File: src/rtl/fft32_input_buffer.sv
// Ping-pong serial-to-parallel frame buffer: fills one 32-sample bank while the
// other is presented in parallel to the first FFT butterfly stage.
module fft32_input_buffer #(
  parameter int DW = 8,
  parameter int N  = 32
) (
  input  logic                 clk,
  input  logic                 rst_n,
  input  logic                 in_valid,
  output logic                 in_ready,
  input  logic signed [DW-1:0] in_data,
  input  logic                 in_sof,
  output logic                 out_valid,
  input  logic                 out_ready,
  output logic signed [DW-1:0] x0_r,
  output logic signed [DW-1:0] x1_r,
  output logic signed [DW-1:0] x2_r,
  output logic signed [DW-1:0] x3_r,
  output logic signed [DW-1:0] x4_r,
  output logic signed [DW-1:0] x5_r,
  output logic signed [DW-1:0] x6_r,
  output logic signed [DW-1:0] x7_r,
  output logic signed [DW-1:0] x8_r,
  output logic signed [DW-1:0] x9_r,
  output logic signed [DW-1:0] x10_r,
  output logic signed [DW-1:0] x11_r,
  output logic signed [DW-1:0] x12_r,
  output logic signed [DW-1:0] x13_r,
  output logic signed [DW-1:0] x14_r,
  output logic signed [DW-1:0] x15_r,
  output logic signed [DW-1:0] x16_r,
  output logic signed [DW-1:0] x17_r,
  output logic signed [DW-1:0] x18_r,
  output logic signed [DW-1:0] x19_r,
  output logic signed [DW-1:0] x20_r,
  output logic signed [DW-1:0] x21_r,
  output logic signed [DW-1:0] x22_r,
  output logic signed [DW-1:0] x23_r,
  output logic signed [DW-1:0] x24_r,
  output logic signed [DW-1:0] x25_r,
  output logic signed [DW-1:0] x26_r,
  output logic signed [DW-1:0] x27_r,
  output logic signed [DW-1:0] x28_r,
  output logic signed [DW-1:0] x29_r,
  output logic signed [DW-1:0] x30_r,
  output logic signed [DW-1:0] x31_r,
  output logic                 frame_err
);

  localparam int IW = 5;

  logic [DW-1:0] bank_q [2][N];
  logic [DW-1:0] bank_d [2][N];
  logic [1:0]    full_q, full_d;
  logic          wr_bank_q, wr_bank_d;
  logic [IW-1:0] wr_idx_q, wr_idx_d;
  logic          rd_bank_q, rd_bank_d;
  logic          frame_err_q, frame_err_d;

  logic          accept_s;
  logic          release_s;
  logic [IW-1:0] eff_idx_s;
  logic [DW-1:0] x_s [N];

  // Flow control comes only from registered full flags, so in_ready never
  // depends combinationally on out_ready.
  assign in_ready  = ~full_q[wr_bank_q];
  assign out_valid = full_q[rd_bank_q];
  assign frame_err = frame_err_q;

  assign accept_s  = in_valid & in_ready;
  assign release_s = out_valid & out_ready;
  assign eff_idx_s = in_sof ? 5'd0 : wr_idx_q;

  // Next-state: write side fills wr_bank, read side releases rd_bank.
  // A write needs an empty bank and a release needs a full one, so the two
  // never touch the same bank in one cycle.
  always_comb begin
    bank_d      = bank_q;
    full_d      = full_q;
    wr_bank_d   = wr_bank_q;
    wr_idx_d    = wr_idx_q;
    rd_bank_d   = rd_bank_q;
    frame_err_d = accept_s & in_sof & (wr_idx_q != 5'd0);

    if (accept_s) begin
      bank_d[wr_bank_q][eff_idx_s] = in_data;
      if (eff_idx_s == 5'd31) begin
        full_d[wr_bank_q] = 1'b1;
        wr_bank_d         = ~wr_bank_q;
        wr_idx_d          = 5'd0;
      end else begin
        wr_idx_d = eff_idx_s + 5'd1;
      end
    end else begin
      wr_idx_d = wr_idx_q;
    end

    if (release_s) begin
      full_d[rd_bank_q] = 1'b0;
      rd_bank_d         = ~rd_bank_q;
    end else begin
      rd_bank_d = rd_bank_q;
    end
  end

  // Parallel frame view, forced to zero while no frame is presented.
  always_comb begin
    for (int k = 0; k < N; k++) begin
      if (out_valid) begin
        x_s[k] = bank_q[rd_bank_q][k];
      end else begin
        x_s[k] = {DW{1'b0}};
      end
    end
  end

  // State registers with synchronous active-low reset.
  always_ff @(posedge clk) begin
    if (!rst_n) begin
      for (int b = 0; b < 2; b++) begin
        for (int k = 0; k < N; k++) begin
          bank_q[b][k] <= {DW{1'b0}};
        end
      end
      full_q      <= 2'b00;
      wr_bank_q   <= 1'b0;
      wr_idx_q    <= 5'd0;
      rd_bank_q   <= 1'b0;
      frame_err_q <= 1'b0;
    end else begin
      bank_q      <= bank_d;
      full_q      <= full_d;
      wr_bank_q   <= wr_bank_d;
      wr_idx_q    <= wr_idx_d;
      rd_bank_q   <= rd_bank_d;
      frame_err_q <= frame_err_d;
    end
  end

  assign x0_r  = x_s[0];
  assign x1_r  = x_s[1];
  assign x2_r  = x_s[2];
  assign x3_r  = x_s[3];
  assign x4_r  = x_s[4];
  assign x5_r  = x_s[5];
  assign x6_r  = x_s[6];
  assign x7_r  = x_s[7];
  assign x8_r  = x_s[8];
  assign x9_r  = x_s[9];
  assign x10_r = x_s[10];
  assign x11_r = x_s[11];
  assign x12_r = x_s[12];
  assign x13_r = x_s[13];
  assign x14_r = x_s[14];
  assign x15_r = x_s[15];
  assign x16_r = x_s[16];
  assign x17_r = x_s[17];
  assign x18_r = x_s[18];
  assign x19_r = x_s[19];
  assign x20_r = x_s[20];
  assign x21_r = x_s[21];
  assign x22_r = x_s[22];
  assign x23_r = x_s[23];
  assign x24_r = x_s[24];
  assign x25_r = x_s[25];
  assign x26_r = x_s[26];
  assign x27_r = x_s[27];
  assign x28_r = x_s[28];
  assign x29_r = x_s[29];
  assign x30_r = x_s[30];
  assign x31_r = x_s[31];

endmodule

File: config.mk
export PLATFORM = sky130hd
export DESIGN_NAME = fft32_input_buffer
export DESIGN_NICKNAME = d
export VERILOG_FILES = /design/src/rtl/fft32_input_buffer.sv
export SDC_FILE = /design/constraint.sdc
export NUM_CORES = 1
export LEC_CHECK = 0
export CORE_MARGIN = 4
export CORE_UTILIZATION = 51
export DETAILED_ROUTE_END_ITERATION = 10
export PLACE_DENSITY_LB_ADDON = 0.3
export SETUP_SLACK_MARGIN = 0.4
export SYNTH_ARGS = -nofsm -noshare
export SYNTH_HDL_FRONTEND = slang
export SYNTH_SLANG_ARGS = --single-unit
File: constraint.sdc
create_clock -name clk -period 2.2 [get_ports clk]
set_input_delay 0.33 -clock clk [delete_from_list [all_inputs] [get_ports clk]]
set_output_delay 0.33 -clock clk [all_outputs]
set_load 0.05 [all_outputs]
Yosys cells after proc, flatten, opt, wreduce, memory -nomap -nowiden

Index checks and enable logic that the tools add are counted.

Register bits after elaboration: 522
Bits in latches: 0
Bits in writable memories: 0
ROM bits: 0
Bits of input ports: 13
Output and inout bits: 259
Logic and storage cells: 152
Memories kept: 0

$add $sub $neg: 1
$mul: 0
Divide/modulo/power cells: 0
$lt $le $gt $ge: 9
Equality and inequality tests: 1
Shift operators: 0
Muxes and demuxes: 53
Bitwise logic cells: 13
Reduce and logical (&&, ||, !) cells: 6

Operator list:

| operator            | number |
|---|---|
| $mux 256            | 4 |
| $bwmux 512          | 1 |
| $mux 8              | 33 |
| $demux 256 s1       | 1 |
| $demux 8 s5         | 1 |
| $mux 5              | 2 |
| $ge 6x6->1 const B  | 1 |
| $lt 6x1->1 const B  | 1 |
| $mux 1              | 6 |
| $mux 2              | 3 |
| $not 5->6           | 1 |
| $add 5x1->5 const B | 1 |
| $eq 5x5->1 const B  | 1 |
| $reduce_bool 5->1   | 1 |
| $and 1x1->1         | 4 |
| $ge 2x2->1 const B  | 2 |
| $logic_and 1x1->1   | 4 |
| $lt 1x2->1 const B  | 2 |
| $not 1->2           | 2 |
| $not 1->1           | 3 |
| $and 2x2->2         | 1 |
| $demux 1 s1         | 2 |
| $ge 1x1->1 const B  | 2 |
| $lt 2x1->1 const B  | 1 |
| other kinds (3)     | 3 |

Logic depth before layout (Yosys ltp)

Word-level depth: 9
Depth in mapped cells: 11
Mapped depth without buffers: 8

Least setup slack after synthesis

Ideal clock, no wire load.

Path type: input -> register
Start point: input in_sof
End point: register wr_idx_q[3]
Data arrival time: 2.257 ns
Required time: 2.139 ns
Path slack: -0.118 ns
Stages: 10
Buffers on the path: 3
Cells stage by stage: buf_4 buf_4 buf_2 nor2b_1 ha_1 and4b_1 ha_1 a311o_1 a31oi_1 a41o_1

Cells in the longest elaborated chain, start to end: 3

RTL lines:

| element                                          | RTL line | RTL |
|---|---|---|
| start: declaration                               | 12       | `input logic in_sof,` |
| $mux 5 *                                         | 73       | `assign eff_idx_s = in_sof ? 5'd0 : wr_idx_q;` |
| $add 5x1->5 / $eq 5x5->1 (equally long branches) | 93, 88   |  |
| $mux 5 *                                         | 88       | `if (eff_idx_s == 5'd31) begin` |
| end signal: assignment                           | 135      | `wr_idx_q <= wr_idx_d;` |
| end: declaration                                 | 56       | `logic [IW-1:0] wr_idx_q, wr_idx_d;` |

Every way passes the cells marked *; elsewhere a longest branch is shown, timed or not.
A chain may end at the register's enable or synchronous reset.

Worst setup path after layout

Start point: register rd_bank_q
End point: output x14_r[0]

Cells in the longest elaborated chain, start to end: 5

RTL lines:

| element                         | RTL line | RTL |
|---|---|---|
| start: declaration              | 57       | `logic rd_bank_q, rd_bank_d;` |
| start signal: assignment        | 136      | `rd_bank_q <= rd_bank_d;` |
| $not 1->2 (implied by the code) | 111      | `x_s[k] = bank_q[rd_bank_q][k];` |
| $mux 256 (3 in a row)           | --       |  |
| $mux 8 *                        | 110      | `if (out_valid) begin` |
| end: declaration                | 29       | `output logic signed [DW-1:0] x14_r,` |

Every way passes the cells marked *; elsewhere a longest branch is shown, timed or not. The select of a mux whose other input is x is not followed.

==> results.yml <==
sta:
  period_needed_ns: 2.46
  maxSlewHeadroom_pct: 53.3
  hold_slack_ns: 0.118
  tightest_slew_ns: 0.699
  rsz0062_at_grt: "yes"
  setup_slack_ns: -0.260
  hold_violations: 0
  finalCritPeriodShare_pct: 112
  finalSetupTns_ns: -51.39
  fmax_mhz: 406
  setup_violations: 258
  finalMaxSlewViolations: 0
  finClkSkew_ns: 0.0200
critical_path:
  path_class: "register to output pin"
  cp_cell_sequence: "mux2i_4, buf_6, buf_12, buf_8, clkbuf_16, nor2_1, buf_6"
  worstPathMaxFanout: 8
  end_kind: "output pin"
  slowest_stage: "dfxtp_4"
  r2r_cells: 3
  critPathLaunch: "rd_bank_q"
  cpPeakStageDelay_ns: 0.43
  endpoint: "x14_r[0]"
  cp.arrival_ns: 2.13
  cp.required_ns: 1.87
  reg2reg_from: "wr_idx_q[3]"
  r2r_setup_slack_ns: 0.17
  cp-start-kind: "register"
  r2r_end: "bank_q[138]"
  cp_common_cell: "buf_6"
pwr:
  p_leak_nw: 12.7
  power_mw: 19.3
  power_density_nw_per_um2: 630
  ir_drop_uv: 564
global_route:
  busiest_layer: "met2"
  grt_pass1_wl_um: 105000
  grt_pass1_vias: 18959
  gr-usage-met1_pct: 34.3
  grt_max_degree: 125
  gr-usage-met3_pct: 4.27
  antenna_found_initial: 0
  use_met2_pct: 42.9
  grt.total_usage_pct: 25.8
  globalRouteOverflowTotal: 0
synth:
  synth_flop_cell: "dfxtp_1"
  syn_inst: 2543
  synth_top_area_share_pct: 44.5
  ys_warn_count: 0
  yosysUniqueCellTypes: 46
  synth_top_cell_by_area: "dfxtp_1"
  async_reset_ff_share_pct: 0
  synth_common_cells: "mux2i_1, dfxtp_1, nand2_1"
  syn_avg_cell_area_um2: 9.23
  yosysSeqAreaShare_pct: 44.5
  synth.most_common_cell: "mux2i_1"
  ys_seq_elements: 522
  synth_top_cells_by_area: "dfxtp_1, mux2i_1, nand2_1"
  synth-edff-count: 0
  syn_area_um2: 23500
  syn_nets: 2561
route:
  ant_nets: 0
  drt-initial-drc-count: 1614
  drt-total-wl_um: 68600
  vias_per_cell: 5.61
  vias: 19102
  drc: 0
  avgRoutedWirePerCell_um: 20.2
  firstDrtPassIters: 5
layout:
  design_area_um2: 30600
  multi_input_area_um2: 12700
  drive_above_1_share_pct: 23.5
  syn_to_final_growth_pct: 30.5
  stdcell_count: 3402
  num_antenna_cells: 0
  final-seq-area_um2: 10500
  utilization_pct: 67.3
  nFillCells: 3406
  final_nets: 2777
placed_design:
  hpwlAfterDp_um: 42600
  place_congestion: 0.802
  dp.cells: 3276
  dpl-instance-area_um2: 27300
  io_buffers: 271
  pre_cts_slack_ns: 0.0837
floorplan:
  dieArea_um2: 49500
  rows: 78
  pin_count: 272
  design.core.area_um2: 45500
  initial_core_util_pct: 51.6
  die_w_um: 223
  die_h_um: 223
clock_tree:
  clock_sinks: 522
  hold_buffers: 0
  root_buffer: "clkbuf_16"
  cts.path.max_buffers: 3
  clock_latency_ns: 0.60
  cts_tree: "built"
  cts_max_level: 2
  cts_made_buffers: 52
  clk_pin_slew_ns: 0.06
run_status:
  status: "finished with violations"
  violations: "negative setup slack"
flow_run:
  maxCapViolCount: 0
hold_path:
  min_path_type: "input port to register"
[per-layer routing]
layer	up-vias	routed length, um
li1	9065	-
met2	594	33000
met5	-	0
met4	0	2020
met3	111	4200
met1	9332	29400
[worst max-delay path, delay by kind of cell (launching register included)]
kind                   cells  cell delay [ns]
buffers and inverters      5             0.73
flip-flops                 1             0.43
multiplexers               1             0.29
AND/OR/NAND/NOR            1             0.06
[cell type report]
cell class | count | area share, %
Clock inverter | 19 | 0.760
Multi-Input combinational cell | 1779 | 41.6
Timing Repair Buffer | 398 | 15.9
Inverter | 6 | 0.0817
Sequential cell | 522 | 34.1
Clock buffer | 78 | 5.09
Tap cell | 600 | 2.45
[registers in the layout, indices dropped and copies added (netlist names)]
| name | flops |
|---|---|
| bank_q | 512 |
| wr_idx_q | 5 |
| full_q | 2 |
| frame_err | 1 |
| rd_bank_q | 1 |
| wr_bank_q | 1 |
[worst min path at each step]
stage,start,end,slack [ns],cells after the start
5_1_grt,rst_n,wr_idx_q[2],0.13,2
3_5_place_dp,bank_q[23],bank_q[23],0.45,2
3_3_place_gp,bank_q[9],bank_q[9],0.44,2
2_1_floorplan,bank_q[10],bank_q[10],0.43,2
6_report,rst_n,full_q[1],0.12,3
4_1_cts,rst_n,full_q[1],0.07,3
[logic make-up after synthesis]
logic type,count (synthesis),synth area share (%)
AO/OA/AOI/OAI,248,5.60
XOR/XNOR,1,0.0373
adder cells (fa/ha/maj),5,0.267
buffers and inverters,242,4.81
flip-flops,522,44.5
multiplexers,658,28.1
AND/OR/NAND/NOR,867,16.7
[layout by cell type (no fill, tap or decap), types with 32 or more instances in the layout]
cell         n
a21oi_1    116
buf_12      66
buf_4      176
buf_6      108
clkbuf_16   59
dfxtp_1    520
mux2i_1    608
mux2i_2     45
nand2_1    405
nand3_1    114
nor2_1     212
o21ai_0     32
o21ai_1     80
[power by group]
| part | switching (mW) | total, mW | internal (mW) |
|---|---|---|---|
| combinational | 0.467 | 0.632 | 0.165 |
| clock | 3.80 | 9.18 | 5.39 |
| sequential | 0.0135 | 9.48 | 9.47 |
[repair_timing]
item | CTS | global route
pin swaps | 2 | 8
resized for setup | 145 | 102
cloned | 11 | 8
setup buffers | 7 | 3
setup endpoints to repair | 603 | 766
Power figures use the tool's default switching activity.
==> variant (same flow settings) <==
`DW`: 8 -> 6.
--- a/src/rtl/fft32_input_buffer.sv
+++ b/src/rtl/fft32_input_buffer.sv
@@ -1,7 +1,7 @@
 // Ping-pong serial-to-parallel frame buffer: fills one 32-sample bank while the
 // other is presented in parallel to the first FFT butterfly stage.
 module fft32_input_buffer #(
-  parameter int DW = 8,
+  parameter int DW = 6,
   parameter int N  = 32
 ) (
   input  logic                 clk,
Ports: changed (33 resized); port bits go from 272 to 206. The function was not compared with the original's and may differ.
==> variant against the original RTL <==
  * The run still ends with negative setup slack left
  * Synthesized area shrank 24%
  * Worst setup slack gained 0.13 ns
  * Clock skew shrank 0.0052 ns
  * Clock power shrank 20%
  * Wire length shrank 16%
  * Cell area shrank 17%
  * Sequential cell count shrank 128
  * Utilization grew 6.7 points
  * Total power shrank 23%
  * Highest routed layer unchanged
  * Count of clock-buffer cells in the layout shrank 21
==> variant: results (changes against the original RTL) <==
{
  "ys_top_cells_by_count": {"value": "sky130_fd_sc_hd__mux2i_1, sky130_fd_sc_hd__dfxtp_1, sky130_fd_sc_hd__nand2_1", "change": "unchanged"},
  "grt_first_pass_wirelength": {"value": 84100, "unit": "um", "change": "was 105,000 um"},
  "totalNegativeSetupSlack": {"value": -10.30, "unit": "ns", "change": "was -51.39 ns"},
  "port_buffers": {"value": 205, "change": "was 271"},
  "setup_viol_count_final": {"value": 180, "change": "was 258"},
  "crit-reg2reg-launch": {"value": "wr_idx_q[1]$_SDFFE_PN0P_", "change": "was wr_idx_q[3]$_SDFFE_PN0P_"},
  "failed_checks": {"value": "negative setup slack", "change": "unchanged"},
  "status": {"value": "finished with violations", "change": "unchanged"},
  "synthesis.nets": {"value": 1965, "change": "was 2,561"},
  "wirelength_met1": {"value": 22900, "unit": "um", "change": "was 29,400 um"},
  "crit_path_max_incr_delay": {"value": 0.39, "unit": "ns", "change": "was 0.43 ns"},
  "sequential_cell_area": {"value": 7910, "unit": "um^2", "change": "was 10,500 um^2"},
  "max-vdd-ir-drop": {"value": 0.000501, "unit": "V", "change": "was 0.000564 V"},
  "worst_reg_to_reg_path_cell_count": {"value": 6, "change": "was 3"},
  "nNetsFinal": {"value": 2166, "change": "was 2,777"},
  "power_leakage": {"value": 10.5, "unit": "nW", "change": "was 12.7 nW"},
  "number_of_buffers_created_by_cts": {"value": 43, "change": "was 52"},
  "fillerInstances": {"value": 2178, "change": "was 3,406"},
  "post_place_worst_slack": {"value": 0.0984, "unit": "ns", "change": "was 0.0837 ns"},
  "worst-path-max-fanout": {"value": 17, "change": "was 8"},
  "reg_top3": {"value": "bank_q (384), wr_idx_q (5), full_q (2)", "change": "was bank_q (512), wr_idx_q (5), full_q (2)"},
  "utilization_of_the_core_after_routing": {"value": 0.740, "change": "was 0.673"},
  "power.internal": {"value": 11.6, "unit": "mW", "change": "was 15.0 mW"},
  "finClkSkew": {"value": 0.0147, "unit": "ns", "change": "was 0.0200 ns"},
  "met2_wirelength": {"value": 29100, "unit": "um", "change": "was 33,000 um"},
  "hpwl_dp": {"value": 31600, "unit": "um", "change": "was 42,600 um"},
  "fin_ws": {"value": -0.128, "unit": "ns", "change": "was -0.260 ns"},
  "grt_start_max_net_pins": {"value": 91, "change": "was 125"},
  "maxSlewHeadroom": {"value": 0.560, "change": "was 0.533"}
}
-- variant: cell type report --
type,instances,area share
clock buffers,57,0.0474
inverters,6,0.000981
multi-input cells,1365,0.437
repair buffers,340,0.174
flip-flops and latches,394,0.310
clock inverters,19,0.00854
well taps,455,0.0223
-- variant: layer usage --
layer,track usage,vias up
li1,-,7049
met1,0.350,7477
met2,0.467,629
met3,0.0430,122
met4,0.0844,0
met5,0,-
-- variant: through the flow --
step                      instances  total power [mW]
after global placement         2499              7.77
after detailed placement       2499              7.78
after global routing           2636              15.4
final                          2636              15.0
after floorplan                1949              7.59
after CTS                      2608              15.0
-- variant: cells by family (layout without fill, tap and decap cells) --
family	Yosys count	in the layout	synth area share
simple gates	673	673	0.166
mux	494	494	0.279
flops	394	394	0.445
compound gates	192	192	0.0582
buf+inv	190	422	0.0485
fa+ha+maj	5	5	0.00353
xor+xnor	1	1	0.000494
-- variant: tightest hold or removal path, delay by kind of cell --
kind / cells / cell delay, ns
mux: 1 / 0.05
buf+inv: 1 / 0.19
simple gates: 1 / 0.12
-- variant: worst min-delay path by stage --
stage               slack (ns)                       end  cells after the start
finish                    0.23  bank_q[141]$_SDFFE_PN0P_                      3
global route              0.27  bank_q[332]$_SDFFE_PN0P_                      3
CTS                       0.22      full_q[1]$_SDFF_PN0_                      3
detailed placement        0.45   bank_q[13]$_SDFFE_PN0P_                      2
global placement          0.44   bank_q[21]$_SDFFE_PN0P_                      2
floorplan                 0.43   bank_q[10]$_SDFFE_PN0P_                      2
-- variant: power by group through the flow --
stage	registers (mW)	logic, mW	clock network, mW
finish	7.15	0.495	7.30
global route	7.15	0.519	7.68
CTS	7.16	0.472	7.35
detailed placement	7.31	0.468	0
global placement	7.31	0.461	0
floorplan	7.31	0.280	0
-- variant: timing repair --
action                                  4_1_cts  5_1_grt
setup buffers                                16       11
endpoints found under the setup margin      321      551
gates resized for setup                     264      245
hold buffers                                  0        0
gates cloned                                 17       17
pin swaps                                     4       31
